[config.mk]
export PLATFORM = sky130hd
export DESIGN_NAME = fifo_wr_arb_flat
export DESIGN_NICKNAME = d
export VERILOG_FILES = /design/src/rtl/fifo_arb_pkg.sv /design/src/rtl/fifo_wr_arb_if.sv /design/src/rtl/fifo_wr_arb_rr_pick.sv /design/src/rtl/fifo_wr_arb.sv /design/src/flat_wrapper.sv
export SDC_FILE = /design/constraint.sdc
export NUM_CORES = 1
export LEC_CHECK = 0
export BUFFER_PORTS_ARGS = -buffer_cell sky130_fd_sc_hd__buf_2
export CAP_MARGIN = 5
export CORE_ASPECT_RATIO = 1.2
export CORE_UTILIZATION = 51
export DETAILED_ROUTE_END_ITERATION = 10
export MAX_ROUTING_LAYER = met4
export PLACE_DENSITY = 0.83
export SETUP_SLACK_MARGIN = 0.3
export SLEW_MARGIN = 10
export SYNTH_ARGS = -nofsm -noshare
export SYNTH_HDL_FRONTEND = slang
export SYNTH_SLANG_ARGS = --single-unit
[constraint.sdc]
create_clock -name clk -period 9.68 [get_ports clk]
set_clock_uncertainty 0.1 [all_clocks]
set_input_delay 0 -clock clk [delete_from_list [all_inputs] [get_ports clk]]
set_output_delay 0 -clock clk [all_outputs]
set_load 0.01 [all_outputs]
[src/rtl/fifo_arb_pkg.sv]
// rtl/fifo_arb_pkg.sv - shared types and default sizes for the FIFO write arbiter
package fifo_arb_pkg;

  typedef enum logic {
    IDLE   = 1'b0,
    LOCKED = 1'b1
  } arb_state_e;

  localparam int NREQ_DEF = 4;
  localparam int DW_DEF   = 32;
  localparam int CW_DEF   = 16;

endpackage

[src/rtl/fifo_wr_arb_if.sv]
// rtl/fifo_wr_arb_if.sv - requester beats in, FIFO write port out
interface fifo_wr_arb_if
  import fifo_arb_pkg::*;
#(
  parameter int NREQ = NREQ_DEF,
  parameter int DW   = DW_DEF
);
  localparam int SRC_W = $clog2(NREQ);

  logic [NREQ-1:0]         req_valid;
  logic [NREQ-1:0][DW-1:0] req_data;
  logic [NREQ-1:0]         req_last;
  logic [NREQ-1:0]         req_ready;
  logic                    fifo_full;
  logic                    fifo_wen;
  logic [DW-1:0]           fifo_din;
  logic [SRC_W-1:0]        fifo_src;

  modport master (
    output req_valid, req_data, req_last, fifo_full,
    input  req_ready, fifo_wen, fifo_din, fifo_src
  );

  modport slave (
    input  req_valid, req_data, req_last, fifo_full,
    output req_ready, fifo_wen, fifo_din, fifo_src
  );

endinterface

[src/rtl/fifo_wr_arb_rr_pick.sv]
// rtl/fifo_wr_arb_rr_pick.sv - first valid requester searching upward from rr_ptr with wrap
module rr_pick #(
  parameter int NREQ  = 4,
  parameter int SRC_W = 2
) (
  input  logic [NREQ-1:0]  valid,
  input  logic [SRC_W-1:0] rr_ptr,
  output logic [SRC_W-1:0] idx,
  output logic             any
);

  always_comb begin
    int c;
    idx = '0;
    any = 1'b0;
    for (int k = 0; k < NREQ; k++) begin
      c = int'(rr_ptr) + k;
      if (c >= NREQ) c = c - NREQ;
      if (!any && valid[c]) begin
        idx = SRC_W'(c);
        any = 1'b1;
      end
    end
  end

endmodule

[src/rtl/fifo_wr_arb.sv]
// rtl/fifo_wr_arb.sv - packet-atomic round-robin arbiter merging requesters into one FIFO
module fifo_wr_arb
  import fifo_arb_pkg::*;
#(
  parameter int NREQ = NREQ_DEF,
  parameter int DW   = DW_DEF,
  parameter int CW   = CW_DEF
) (
  input  logic                    clk,
  input  logic                    rst_n,
  fifo_wr_arb_if.slave            bus,
  input  logic                    cnt_clr,
  output logic [NREQ-1:0][CW-1:0] beat_cnt
);

  localparam int SRC_W = $clog2(NREQ);

  arb_state_e              state_q, state_d;
  logic [SRC_W-1:0]        owner_q, owner_d;
  logic [SRC_W-1:0]        rr_ptr_q, rr_ptr_d;
  logic [NREQ-1:0][CW-1:0] cnt_q, cnt_d;

  logic [SRC_W-1:0] pick_idx;
  logic             pick_any;
  logic [SRC_W-1:0] grant;
  logic             grant_vld;
  logic             xfer;

  rr_pick #(
    .NREQ  (NREQ),
    .SRC_W (SRC_W)
  ) u_rr_pick (
    .valid  (bus.req_valid),
    .rr_ptr (rr_ptr_q),
    .idx    (pick_idx),
    .any    (pick_any)
  );

  // Once locked the owner keeps the grant even through bubbles, so packets never interleave.
  always_comb begin
    grant     = (state_q == LOCKED) ? owner_q : pick_idx;
    grant_vld = (state_q == LOCKED) | pick_any;
    xfer      = rst_n & grant_vld & bus.req_valid[grant] & ~bus.fifo_full;
  end

  always_comb begin
    bus.req_ready = '0;
    bus.fifo_wen  = xfer;
    bus.fifo_din  = '0;
    bus.fifo_src  = '0;
    if (xfer) begin
      bus.req_ready[grant] = 1'b1;
      bus.fifo_din         = bus.req_data[grant];
      bus.fifo_src         = grant;
    end
  end

  always_comb begin
    state_d  = state_q;
    owner_d  = owner_q;
    rr_ptr_d = rr_ptr_q;
    cnt_d    = cnt_q;
    if (xfer) begin
      if (bus.req_last[grant]) begin
        state_d  = IDLE;
        rr_ptr_d = (grant == SRC_W'(NREQ - 1)) ? '0 : grant + SRC_W'(1);
      end else begin
        state_d = LOCKED;
        owner_d = grant;
      end
    end
    // Clear takes priority over a same-cycle beat.
    if (cnt_clr) begin
      cnt_d = '0;
    end else if (xfer && (cnt_q[grant] != '1)) begin
      cnt_d[grant] = cnt_q[grant] + CW'(1);
    end
  end

  always_ff @(posedge clk) begin
    if (!rst_n) begin
      state_q  <= IDLE;
      owner_q  <= '0;
      rr_ptr_q <= '0;
      cnt_q    <= '0;
    end else begin
      state_q  <= state_d;
      owner_q  <= owner_d;
      rr_ptr_q <= rr_ptr_d;
      cnt_q    <= cnt_d;
    end
  end

  assign beat_cnt = cnt_q;

endmodule

[src/flat_wrapper.sv]
// flat-port wrapper written by rule: the top's interface ports become plain ports
module fifo_wr_arb_flat import fifo_arb_pkg::*;
#(
  parameter int NREQ = NREQ_DEF,
  parameter int DW   = DW_DEF,
  parameter int CW   = CW_DEF
)
  (clk, rst_n, cnt_clr, beat_cnt, bus_req_valid, bus_req_data, bus_req_last, bus_fifo_full, bus_req_ready, bus_fifo_wen, bus_fifo_din, bus_fifo_src);
  fifo_wr_arb_if #(.NREQ(NREQ), .DW(DW)) bus_i ();
  input  logic clk;
  input  logic rst_n;
  input  logic cnt_clr;
  output logic [NREQ-1:0][CW-1:0] beat_cnt;
  input wire logic [$bits(bus_i.req_valid)-1:0] bus_req_valid;
  input wire logic [$bits(bus_i.req_data)-1:0] bus_req_data;
  input wire logic [$bits(bus_i.req_last)-1:0] bus_req_last;
  input wire logic [$bits(bus_i.fifo_full)-1:0] bus_fifo_full;
  output wire logic [$bits(bus_i.req_ready)-1:0] bus_req_ready;
  output wire logic [$bits(bus_i.fifo_wen)-1:0] bus_fifo_wen;
  output wire logic [$bits(bus_i.fifo_din)-1:0] bus_fifo_din;
  output wire logic [$bits(bus_i.fifo_src)-1:0] bus_fifo_src;
  assign bus_i.req_valid = bus_req_valid;
  assign bus_i.req_data = bus_req_data;
  assign bus_i.req_last = bus_req_last;
  assign bus_i.fifo_full = bus_fifo_full;
  assign bus_req_ready = bus_i.req_ready;
  assign bus_fifo_wen = bus_i.fifo_wen;
  assign bus_fifo_din = bus_i.fifo_din;
  assign bus_fifo_src = bus_i.fifo_src;
  fifo_wr_arb #(.NREQ(NREQ), .DW(DW), .CW(CW)) u_core (.clk(clk), .rst_n(rst_n), .bus(bus_i), .cnt_clr(cnt_clr), .beat_cnt(beat_cnt));
endmodule
# --- Word-level counts from Yosys, hierarchy flattened ---
# Index checks and enable logic that the tools add are counted.
totals:
  ff_bits: 69
  in_bits: 140
  wordCells: 89
classes:
  addsub: 9
  magnitude_cmp: 10
  n_eq_ne: 2
  mux: 43
  bitwise: 7
  reduce_logical: 11
op_table:
  columns: ["cell", "count"]
  rows:
  - ["2-to-1 mux 32 bit", 6]
  - ["< comparator 32 x 4 -> 1 bit (second input constant)", 4]
  - ["binary-select mux 32 bit (select 2 bit)", 1]
  - ["bitwise mux 64 bit", 1]
  - ["binary-select mux 16 bit (select 2 bit)", 1]
  - ["demux 16 bit (select 2 bit)", 1]
  - ["2-to-1 mux 16 bit", 2]
  - ["adder 16 x 1 -> 16 bit (second input constant)", 1]
  - ["2-to-1 mux 1 bit", 16]
  - ["!= test 16 bit (second input constant)", 1]
  - ["2-to-1 mux 2 bit", 7]
  - ["binary-select mux 1 bit (select 2 bit)", 6]
  - ["subtractor 3 x 3 -> 4 bit (second input constant)", 3]
  - [">= comparator 3 bit (second input constant)", 3]
  - ["adder 2 x 2 -> 3 bit (second input constant)", 2]
  - ["logical AND 1 bit", 5]
  - ["2-to-1 mux 4 bit", 1]
  - ["AND reduction 2 bit", 2]
  - ["subtractor 2 x 3 -> 4 bit (second input constant)", 1]
  - ["adder 2 x 1 -> 3 bit (second input constant)", 1]
  - ["AND 1 bit", 3]
  - [">= comparator 2 x 3 -> 1 bit (second input constant)", 1]
  - ["logical NOT 1 bit", 3]
  - ["< comparator 2 x 3 -> 1 bit (second input constant)", 1]
  - ["7 further kinds", 9]

# --- Longest topological paths before layout ---
depth:
  depth_word: 21
  mapped_depth: 16

# --- Modules after synthesis ---
# A second synthesis with hierarchy kept.
unflattened:
  cells_unflattened: 477
  area_unflattened_um2: 4631.9
modules_own_cells:
  columns: ["mod", "n_inst", "cells_per_inst", "area_each_um2", "seq_area_each_um2"]
  rows:
  - ["fifo_wr_arb", 1, 462, 4554.4, 1381.3]
  - ["rr_pick", 1, 15, 77.6, 0.0]

# --- Least setup slack after synthesis ---
# Ideal clock, no wire load.
synth_timing:
  kind: "reg-to-reg"
  from: "register u_core.rr_ptr_q[1]"
  to: "register u_core.cnt_q, in the netlist u_core.beat_cnt[60]"
  t_arrival_ns: 3.117
  t_required_ns: 9.463
  slack_ns: 6.346
  path_stages_with_launch: 15
  n_path_buf: 6
  path_cell_list: "dfxtp_1 -> or2b_1 -> a31oi_1 -> o41ai_4 -> buf_6 -> buf_8 -> clkbuf_1 -> clkbuf_1 -> ha_1 -> clkbuf_1 -> nand2_1 -> inv_1 -> o21ai_0 -> buf_4 -> a32o_1"
synth_via:
  elab_chain_cells: 21
  elab_cells_between_ends: 59
  classes_between: "add/sub (8); order compare (6); eq/ne (1); mux (32); bitwise (4); reduce/logical (8)"
synth_rtl:
  columns: ["element", "line_no", "source"]
  rows:
  - ["start: declaration", "fifo_wr_arb.sv:20", "logic [SRC_W-1:0] rr_ptr_q, rr_ptr_d;"]
  - ["start signal: assignment", "fifo_wr_arb.sv:89", "rr_ptr_q <= rr_ptr_d;"]
  - ["parallel branches: the longest is 14 deep, another holds subtractor 3 x 3 -> 4 bit", null, null]
  - ["2-to-1 mux 2 bit *", "fifo_wr_arb_rr_pick.sv:19", "if (!any && valid[c]) begin"]
  - ["2-to-1 mux 2 bit *", "fifo_wr_arb.sv:41", "grant = (state_q == LOCKED) ? owner_q : pick_idx;"]
  - ["via u_core.grant[0]", "fifo_wr_arb.sv:25", "logic [SRC_W-1:0] grant;"]
  - ["parallel branches: the longest is 5 deep, another holds adder 16 x 1 -> 16 bit", null, null]
  - ["end signal: assignment", "fifo_wr_arb.sv:90", "cnt_q <= cnt_d;"]
  - ["end: declaration", "fifo_wr_arb.sv:21", "logic [NREQ-1:0][CW-1:0] cnt_q, cnt_d;"]
# Mark *: on every way through the listed nets, which the timed path passes. The select of a mux whose other input is x is not followed.
# A chain may end at the register's enable or synchronous reset.

# --- Worst setup path in the final report ---
layout_timing:
  from: "register u_core.rr_ptr_q[1]"
  to: "register u_core.cnt_q, in the netlist u_core.beat_cnt[5]"
layout_via:
  elab_chain_cells: 21
  elab_cells_between_ends: 59
  classes_between: "add/sub (8); order compare (6); eq/ne (1); mux (32); bitwise (4); reduce/logical (8)"
layout_rtl:
  columns: ["element"]
  rows:
  - ["parallel branches: the longest is 21 deep, another holds subtractor 3 x 3 -> 4 bit"]
# Several ways; the timed one is not identified. The select of a mux whose other input is x is not followed.

==> summary.txt <==
vias in the first global route -> 5377
Seq cells post-synth -> 69
post-DP HPWL -> 12.9 mm
syn avg cell area -> 7.61 um^2
Setup-failing EPs final -> 0
CORE AREA -> 9710 um^2
I/O pins -> 243
most instantiated library cell after synthesis -> nand2_1
worst-path fanout max -> 64
FP Rows -> 39
Final Cycle Share -> 0.541
Clk Latency, worst-skew pair -> 0.34 ns
startpoint types -> flip-flop
total wire length -> 17.8 mm
internal reg-to-reg setup slack -> 4.44 ns
mux cell area share after synthesis -> 0.162
CTS Buffer Depth -> 2
outcome -> completed
routed length per instance -> 17.6 um
Port Buffers -> 242
Data arrival, critical path -> 5.40 ns
clock period minus worst slack -> 5.24 ns
antenna violations before repair -> 1
clk slew on worst S/H paths -> 0.06 ns
Root Driver -> clkbuf_16
Synth area leader -> dfxtp_1
Tot GR Track Use -> 0.337
TritonCTS Sinks -> 69
DRT iter0 DRCs -> 472
async set-reset flop share out of synthesis -> 0
Post-synth top flop -> dfxtp_1
DIE WIDTH -> 94.0 um
Post-synth EDFFs -> 0
most instantiated cells after synthesis -> 196 x nand2_1, 69 x dfxtp_1, 66 x mux2i_1
maximum clock frequency -> 191 MHz
family with the most delay on the worst path -> compound AO/OA/AOI/OAI gates
TNS Setup -> 0 ns
slowest CP cell -> o21ai_1
Post-DRT Antenna Nets -> 0
Adder-Cell Fraction of Synth Area -> 0.0121
CP cell instances -> mux2i_1 > nor2_1 > o41ai_4 > buf_4 > mux2i_1 > mux2_2 > inv_1 > ha_1 > nor3b_2 > nand4_1 > o21ai_1 > mux2i_1
crit end category -> flip-flop
Via density -> 5.90
H-tree levels -> 3
most used cell, CP -> mux2i_1
CTS tree -> built
Die Ht -> 112 um
r2r endpoint -> u_core.beat_cnt[5]$_SDFFE_PP0P_
Vias -> 5981
Tightest Pin Transition -> 1.12 ns
Netlist cell types -> 54
combinational family with the most area after synthesis -> simple AND/OR/NAND/NOR gates
Die ar. -> 10600 um^2
Setup crit end -> u_core.beat_cnt[5]$_SDFFE_PP0P_
CP startpoint -> u_core.rr_ptr_q[1]$_SDFFE_PN0P_
First-pass DRT Iterations -> 5
CP required -> 9.84 ns
unrepaired setup endpoints after global routing -> no
synth warn -> 0
Initial Util -> 0.534
xor/xnor share of the synthesized area -> 0.0150
post-synthesis simple-gate area fraction -> 0.262
number of max-cap violations -> 0
Fin. Hold Viols -> 0
main area contributors after synthesis -> dfxtp_1 27%, nand2_1 14%, mux2i_1 13%, a311oi_1 5.4%, and3_1 4.7%
cell leakage power -> 0.00339 uW
ratio of cells with drive above 1 in the final layout -> 0.337
CP Class -> flip-flop to flip-flop
Total Nets Final -> 1029
synthesis-to-layout area growth -> 27.5%
Resize count post-CTS -> 0
Seq/Total Area, Yosys -> 0.267
Synth Area in Compound Gates -> 0.210
CP bufs+invs -> 2
cts bufs inserted -> 9
routability cong. -> 0.951
Hold Path Class -> input pin to flip-flop
global-route wire length before repair -> 26.9 mm
worst vdd ir -> 0.107 mV
Slew HR -> 0.250
Final Max Tran Viols -> 0
Synth Cell Area -> 5180 um^2
final core utilization -> 0.680
GRT overflow -> 0
reg-to-reg startpoint -> u_core.rr_ptr_q[1]$_SDFFE_PN0P_
Syn Inst Count -> 681
r2r worst-path depth -> 12
Setup Buffers After CTS -> 0
syn_nets -> 826
pwr dens -> 122 nW/um^2
largest net degree at the start of global routing -> 99
drt drc -> 0
crit-path max cell delay -> 1.06 ns
Stages on worst setup path -> 12
Yosys top cell area share -> 0.267
power breakdown:
| group | total [uW] | leakage [uW] | internal (uW) | switching [uW] |
|---|---|---|---|---|
| Sequential | 287 | 0.000556 | 285 | 2.01 |
| Combinational | 212 | 0.00271 | 80.4 | 131 |
| Clock | 308 | 0.000128 | 174 | 134 |
layout by cell type (no fill, tap or decap), types with 6 or more instances in the layout:
cell type and count:
a41oi_1 22, dfxtp_1 69, nand3_1 7, mux2_2 12
clkbuf_16 9, nand2_1 196, buf_4 9, a311oi_1 32
mux2i_1 66, o21ai_1 20, a31oi_1 6, nand4_1 8
inv_1 14, and3_1 39, o21ai_0 15, buf_2 242
nor2_1 19, a21oi_1 27
final cells by class:
cell class	instances	area [um^2]
tap	123	154
timing repair buffer	252	1290
inverter	15	56.3
clock inverter	7	50.0
multi-input combinational	537	3450
clock buffer	9	225
sequential	69	1380
fill	865	3110
antenna	1	2.50
what timing repair did:
action,CTS,global route
hold buffers,1,0
hold endpoints to repair,8,0
setup endpoints to repair,0,0
flip-flops by register name, summed over array words and instances, names as in the netlist:
signal / cells
u_core.rr_ptr_q: 2
u_core.state_q: 1
u_core.owner_q: 2
u_core.beat_cnt: 64
logic make-up (layout without fill, tap and decap cells):
logic type | after synthesis | count (layout)
compound gates | 149 | 149
xor+xnor | 8 | 8
fa+ha+maj | 5 | 5
buf+inv | 75 | 283
flops | 69 | 69
mux | 81 | 81
other cells | 0 | 1
simple gates | 294 | 294
through the flow:
stage                     hold WS, ns  cell area, um^2  total power [uW]  instances  setup WS [ns]
after floorplan                0.0357             5180               433        681           6.35
after global placement          0.177             6320               500        995           4.64
after detailed placement        0.180             6320               502        995           4.43
after CTS                     0.00385             6600               806       1012           4.43
after global routing           0.0126             6600               839       1013           4.01
final                          0.0137             6600               807       1013           4.44
layer usage:
layer,up-vias,GRT usage,wire length (um)
met5,-,-,0
met4,0,0.122,461
met3,41,0.106,1810
met2,291,0.548,8730
met1,2773,0.385,6770
li1,2876,-,-
how the worst min path moves through the flow:
stage	startpoint	slack [ns]	cells after the start	end
finish	cnt_clr	0.01	3	u_core.beat_cnt[0]$_SDFFE_PP0P_
global route	cnt_clr	0.01	3	u_core.beat_cnt[48]$_SDFFE_PP0P_
CTS	cnt_clr	0.004	3	u_core.beat_cnt[0]$_SDFFE_PP0P_
detailed placement	rst_n	0.18	3	u_core.state_q$_SDFFE_PN0P_
global placement	rst_n	0.18	3	u_core.state_q$_SDFFE_PN0P_
floorplan	rst_n	0.04	2	u_core.state_q$_SDFFE_PN0P_
worst min-delay path: cells and delay by family:
family                 cells  cell delay (ns)
AOI/OAI and AO/OA          1             0.05
buffers and inverters      1             0.11
and+or+nand+nor            1             0.24
Note: power is estimated with default switching activity, not from simulation.
